### config.mk
export PLATFORM = sky130hd
export DESIGN_NAME = alu_op_sequencer
export DESIGN_NICKNAME = d
export VERILOG_FILES = /design/src/rtl/alu_seq_pkg.sv /design/src/rtl/alu_op_decode.sv /design/src/rtl/alu_op_sequencer.sv
export SDC_FILE = /design/constraint.sdc
export NUM_CORES = 1
export LEC_CHECK = 0
export BUFFER_PORTS_ARGS = -buffer_cell sky130_fd_sc_hd__buf_4
export CAP_MARGIN = 10
export CORE_MARGIN = 2
export CORE_UTILIZATION = 30
export CTS_CLUSTER_SIZE = 28
export DETAILED_ROUTE_END_ITERATION = 16
export GPL_ROUTABILITY_DRIVEN = 0
export PLACE_DENSITY = 0.54
export SYNTH_ARGS = -nofsm -noshare
export SYNTH_HDL_FRONTEND = slang
export SYNTH_HIERARCHICAL = 1
export SYNTH_SLANG_ARGS = --single-unit
### constraint.sdc
create_clock -name clock -period 1.5 [get_ports clock]
set_input_delay 0.075 -clock clock [delete_from_list [all_inputs] [get_ports clock]]
set_output_delay 0.075 -clock clock [all_outputs]
set_load 0.03 [all_outputs]
### src/rtl/alu_seq_pkg.sv
// Shared definitions for the ALU op sequencer: opcode constants, opcode
// classes and the sequencer state encoding.
package alu_seq_pkg;

   localparam logic [4:0] OP_ADD  = 5'b00011;
   localparam logic [4:0] OP_SUB  = 5'b00100;
   localparam logic [4:0] OP_AND  = 5'b00101;
   localparam logic [4:0] OP_OR   = 5'b00110;
   localparam logic [4:0] OP_ROR  = 5'b00111;
   localparam logic [4:0] OP_ROL  = 5'b01000;
   localparam logic [4:0] OP_SHR  = 5'b01001;
   localparam logic [4:0] OP_SHRA = 5'b01010;
   localparam logic [4:0] OP_SHL  = 5'b01011;
   localparam logic [4:0] OP_MUL  = 5'b01111;
   localparam logic [4:0] OP_DIV  = 5'b10000;
   localparam logic [4:0] OP_NEG  = 5'b10001;
   localparam logic [4:0] OP_NOT  = 5'b10010;

   typedef enum logic [1:0] {
      BINARY,
      UNARY,
      WIDE,
      BAD
   } op_class_t;

   localparam logic [2:0] ST_IDLE   = 3'd0;
   localparam logic [2:0] ST_T_A    = 3'd1;
   localparam logic [2:0] ST_T_B    = 3'd2;
   localparam logic [2:0] ST_T_WAIT = 3'd3;
   localparam logic [2:0] ST_T_LO   = 3'd4;
   localparam logic [2:0] ST_T_HI   = 3'd5;

   typedef enum logic [2:0] {
      IDLE   = ST_IDLE,
      T_A    = ST_T_A,
      T_B    = ST_T_B,
      T_WAIT = ST_T_WAIT,
      T_LO   = ST_T_LO,
      T_HI   = ST_T_HI
   } state_t;

endpackage

### src/rtl/alu_op_decode.sv
// Combinational opcode classifier, shared with the top-level control unit.
module alu_op_decode
   import alu_seq_pkg::*;
#(
   parameter int OP_WIDTH = 5
) (
   input  logic [OP_WIDTH-1:0] opcode,
   output logic                legal,
   output logic                unary,
   output logic                wide,
   output logic                is_div
);

   op_class_t cls;

   // NOTE: every signal written in always_comb gets a default first so no latch is inferred.
   always_comb begin
      cls = BAD;
      case (opcode)
         OP_WIDTH'(OP_ADD), OP_WIDTH'(OP_SUB), OP_WIDTH'(OP_AND),
         OP_WIDTH'(OP_OR),  OP_WIDTH'(OP_ROR), OP_WIDTH'(OP_ROL),
         OP_WIDTH'(OP_SHR), OP_WIDTH'(OP_SHRA), OP_WIDTH'(OP_SHL): cls = BINARY;
         OP_WIDTH'(OP_NEG), OP_WIDTH'(OP_NOT):                     cls = UNARY;
         OP_WIDTH'(OP_MUL), OP_WIDTH'(OP_DIV):                     cls = WIDE;
         default:                                                  cls = BAD;
      endcase
   end

   assign legal  = (cls != BAD);
   assign unary  = (cls == UNARY);
   assign wide   = (cls == WIDE);
   assign is_div = (opcode == OP_WIDTH'(OP_DIV));

endmodule

### src/rtl/alu_op_sequencer.sv
// Multi-cycle strobe sequencer moving operands through Y, the ALU and Z/HI/LO
// for one ALU opcode at a time.
module alu_op_sequencer
   import alu_seq_pkg::*;
#(
   parameter int OP_WIDTH    = 5,
   parameter int DIV_LATENCY = 32
) (
   input  logic                clock,
   input  logic                clear,
   input  logic                start,
   input  logic [OP_WIDTH-1:0] opcode,
   output logic                Ra_out,
   output logic                Rb_out,
   output logic                Yin,
   output logic                Zin,
   output logic [OP_WIDTH-1:0] alu_op,
   output logic                Zlow_out,
   output logic                Zhigh_out,
   output logic                Rz_in,
   output logic                LOin,
   output logic                HIin,
   output logic                busy,
   output logic                done,
   output logic                illegal
);

   localparam int CNT_W = $clog2(DIV_LATENCY) + 1;

   state_t              state, state_nxt;
   logic [OP_WIDTH-1:0] op_reg;
   logic                reg_wide, reg_div;
   logic [CNT_W-1:0]    cnt;
   logic                illegal_q;

   logic dec_legal, dec_unary, dec_wide, dec_div;
   logic accept;

   alu_op_decode #(.OP_WIDTH(OP_WIDTH)) u_decode (
      .opcode (opcode),
      .legal  (dec_legal),
      .unary  (dec_unary),
      .wide   (dec_wide),
      .is_div (dec_div)
   );

   assign accept = (state == IDLE) && start && dec_legal;

   // NOTE: sequential state uses non-blocking assignments only, so every flop samples pre-edge values.
   always_ff @(posedge clock or posedge clear) begin
      if (clear) begin
         state     <= IDLE;
         op_reg    <= '0;
         reg_wide  <= 1'b0;
         reg_div   <= 1'b0;
         cnt       <= '0;
         illegal_q <= 1'b0;
      end else begin
         state     <= state_nxt;
         illegal_q <= (state == IDLE) && start && !dec_legal;
         if (accept) begin
            op_reg   <= opcode;
            reg_wide <= dec_wide;
            reg_div  <= dec_div;
         end
         if (state == T_B && reg_div)
            cnt <= CNT_W'(DIV_LATENCY - 1);
         else if (state == T_WAIT && cnt != '0)
            cnt <= cnt - CNT_W'(1);
      end
   end

   // Strobes depend only on state and the latched op, so clear blanks them at once.
   always_comb begin
      state_nxt = state;
      Ra_out    = 1'b0;
      Rb_out    = 1'b0;
      Yin       = 1'b0;
      Zin       = 1'b0;
      alu_op    = '0;
      Zlow_out  = 1'b0;
      Zhigh_out = 1'b0;
      Rz_in     = 1'b0;
      LOin      = 1'b0;
      HIin      = 1'b0;
      done      = 1'b0;
      case (state)
         IDLE: begin
            if (accept) state_nxt = dec_unary ? T_B : T_A;
         end
         T_A: begin
            Ra_out    = 1'b1;
            Yin       = 1'b1;
            state_nxt = T_B;
         end
         T_B: begin
            Rb_out    = 1'b1;
            alu_op    = op_reg;
            Zin       = !reg_div;
            state_nxt = reg_div ? T_WAIT : T_LO;
         end
         T_WAIT: begin
            Rb_out = 1'b1;
            alu_op = op_reg;
            if (cnt == '0) begin
               Zin       = 1'b1;
               state_nxt = T_LO;
            end
         end
         T_LO: begin
            Zlow_out = 1'b1;
            if (reg_wide) begin
               LOin      = 1'b1;
               state_nxt = T_HI;
            end else begin
               Rz_in     = 1'b1;
               done      = 1'b1;
               state_nxt = IDLE;
            end
         end
         T_HI: begin
            Zhigh_out = 1'b1;
            HIin      = 1'b1;
            done      = 1'b1;
            state_nxt = IDLE;
         end
         default: state_nxt = IDLE;
      endcase
   end

   assign busy    = (state != IDLE);
   assign illegal = illegal_q;

endmodule

==> impl_metrics.json <==
{
  "outcome": "complete, but fails checks",
  "violations": "setup timing",
  "grt_setup_unrepaired": "yes",
  "floorplan.die_area_um2": 4560,
  "hold_ws_ns": 0.0600,
  "drt_iter0_drc": 32,
  "drc": 0,
  "critPathTopFamily": "simple AND/OR/NAND/NOR gates",
  "fin_ws_ns": -0.0354,
  "hold_class": "in -> reg",
  "numPortBuffers": 24,
  "antenna_found_initial": 0,
  "grt_overflow_total": 0,
  "drive_above_1_share_pct": 50.3,
  "ys_types": 49,
  "crit_type": "reg -> reg",
  "finalHoldViolCount": 0,
  "rows": 23,
  "fin_area_um2": 1740,
  "clk_path_buf_depth": 2,
  "p_leak_nw": 0.814,
  "place_ws_ns": -0.120,
  "antenna_cells": 0,
  "fin_util_pct": 44.2,
  "die_h_um": 67.5,
  "synth_seq_area_share_pct": 35.2,
  "end_kind": "flop",
  "layout.cells.non_filler": 213,
  "cap_violations": 0,
  "cp.required_ns": 1.63,
  "start_util_pct": 30.7,
  "die_width_um": 67.5,
  "critPathLaunchType": "flop",
  "viasPerCell": 4.84,
  "vias": 1030,
  "wl_per_cell_um": 13.9,
  "arrival_ns": 1.67,
  "grt_max_degree": 18,
  "syn-cell-area_um2": 1210,
  "syn_nets": 131,
  "setup_viol": 2,
  "cts.sinks": 17,
  "cpMaxStageDelayCell": "or4b_4",
  "post-place-cells": 203,
  "critPathBufInv": 1,
  "htree_num_levels": 1,
  "io_pins": 25,
  "post-dp-hpwl_mm": 2.21,
  "powerDensity_nw_per_um2": 1720,
  "final_max_slew_viol_count": 0,
  "slew-limit-headroom_pct": 54.0,
  "final_nets": 176,
  "worstSkewPairLatency_ns": 0.26,
  "synth_area_per_cell_um2": 10.2,
  "cts-root-buf": "clkbuf_8",
  "p_total_mw": 3.00,
  "grt_pass1_wl_mm": 4.89,
  "totalWireLength_mm": 2.96,
  "skew_ns": 0.00336,
  "grt_pass1_vias": 1031,
  "grt_usage_pct": 14.3,
  "crit_chain": "buf_6, or4b_4, o41ai_2, a21oi_1",
  "cts_tree": "yes",
  "route.antenna.remaining_nets": 0,
  "area.growth.synth_to_final_pct": 44.2,
  "syn_inst": 119,
  "finalCritPeriodShare_pct": 102,
  "drt_pass1_iterations": 4,
  "cts_buffers": 3,
  "worstMarginPinSlew_ns": 0.689,
  "fmax_mhz": 651,
  "largest_register_ffs": 6,
  "vdd_drop_max_v": 0.000702,
  "slowest_delay_ns": 0.55,
  "dpl_cell_area_um2": 1570,
  "tns_ns": -0.0497,
  "period_needed_ns": 1.54,
  "path_clk_slew_ns": 0.07,
  "synth_seq_cells": 17,
  "crit_fanout": 3,
  "core_um2": 3940,
  "yosysWarnings": 6
}
worst reg2reg max path, stage by stage (launching register included):
cell	delay [ns]
dfrtp_1	0.40
buf_6	0.13
or4b_4	0.55
o41ai_2	0.23
a21oi_1	0.10
metal layers:
| layer | vias up | share of wire (%) | global-route usage [%] |
|---|---|---|---|
| li1 | 528 | - | - |
| met1 | 483 | 48 | 19.3 |
| met2 | 16 | 48 | 23.0 |
| met3 | 3 | 2.7 | 2.50 |
| met4 | 0 | 1.0 | 4.59 |
| met5 | - | 0 | 0 |
Yosys cell counts (all sizes together):
library cell  count  area, µm²
and3b             4       35.0
nand4b            2       17.5
or4b              1       13.8
inv               8       30.0
ha                4       50.1
or3b              1       8.76
o21ai             3       18.8
o41ai             1       16.3
or3               1       11.3
o31ai             1       7.51
nand4             1       6.26
nor3b             4       30.0
nor3              2       21.3
o211ai            1       7.51
clkbuf            2       8.75
o22a              1       8.76
nand2b            1       6.26
or2               1       6.26
buf               4       25.0
nand3b            5       37.5
mux2              7        105
a2111oi           1       8.76
nand3             4       25.0
nor4b             1       8.76
nor2              5       37.5
a311oi            2       17.5
nor4              1       6.26
o22ai             1       6.26
and4              2       17.5
a211oi            1       12.5
and4b             1       10.0
o21bai            3       22.5
and2              6       37.5
dfrtp            17        425
a21oi             9       45.0
a21o              1       7.51
nor2b             3       18.8
nand2             4       15.0
and3              1       6.26
nor4bb            1       10.0
final cells by class:
cell class | count | area, µm²
fillers | 386 | 2200
multi-input cells | 88 | 800
flip-flops and latches | 17 | 427
repair buffers | 46 | 374
well taps | 50 | 62.6
clock buffers | 3 | 41.3
inverters | 8 | 32.5
clock inverters | 1 | 7.51
layout by cell type, fill, tap and decap left out, types with 2 or more instances in the layout:
| cell | instances |
|---|---|
| a311oi_1 | 2 |
| clkbuf_8 | 3 |
| dfrtp_1 | 16 |
| inv_2 | 2 |
| buf_6 | 7 |
| and2_1 | 5 |
| nand3_2 | 2 |
| buf_4 | 38 |
| nand4b_1 | 2 |
| inv_1 | 5 |
| and4_1 | 2 |
| a21oi_1 | 7 |
| nand3b_1 | 5 |
| and3b_1 | 4 |
| o21bai_1 | 3 |
| nor3b_1 | 3 |
| nand2_1 | 4 |
| ha_1 | 3 |
| mux2_4 | 7 |
| nand3_1 | 2 |
| nor2_1 | 2 |
final timing paths:
check,depth (start not counted),from,slack (ns),to
worst min register to register,1,op_reg[1],0.52,op_reg[1]
worst max-delay path,4,cnt[0],-0.04,cnt[5]
worst min-delay path,2,opcode[0],0.06,op_reg[0]
max in group asynchronous,3,clear,0.54,state[0]
worst max register to register,4,cnt[0],-0.04,cnt[5]
min in group asynchronous,3,clear,0.48,op_reg[2]
timing repair:
action,4_1_cts,5_1_grt
resized for setup,13,10
hold buffers,1,0
setup endpoints to repair,18,19
buffers inserted,5,0
hold endpoints to repair,17,0
pin swaps,5,4
where the power goes:
group	total, mW	leakage, nW	internal, mW	switching, mW
Clock	0.366	0.0217	0.187	0.178
Sequential	0.723	0.202	0.610	0.113
Combinational	1.91	0.591	0.927	0.983
Total	3.00	0.814	1.72	1.27
logic make-up (layout without fill, tap and decap cells):
kind of cell             after synthesis  after routing  synth area share (%)
AO/OA/AOI/OAI                         25             25                  14.8
adder cells (fa/ha/maj)                4              4                  4.14
buffers and inverters                 14             58                  5.27
flip-flops                            17             17                  35.2
multiplexers                           7              7                  8.69
AND/OR/NAND/NOR                       52             52                  32.0
(Power assumes the default switching activity.)
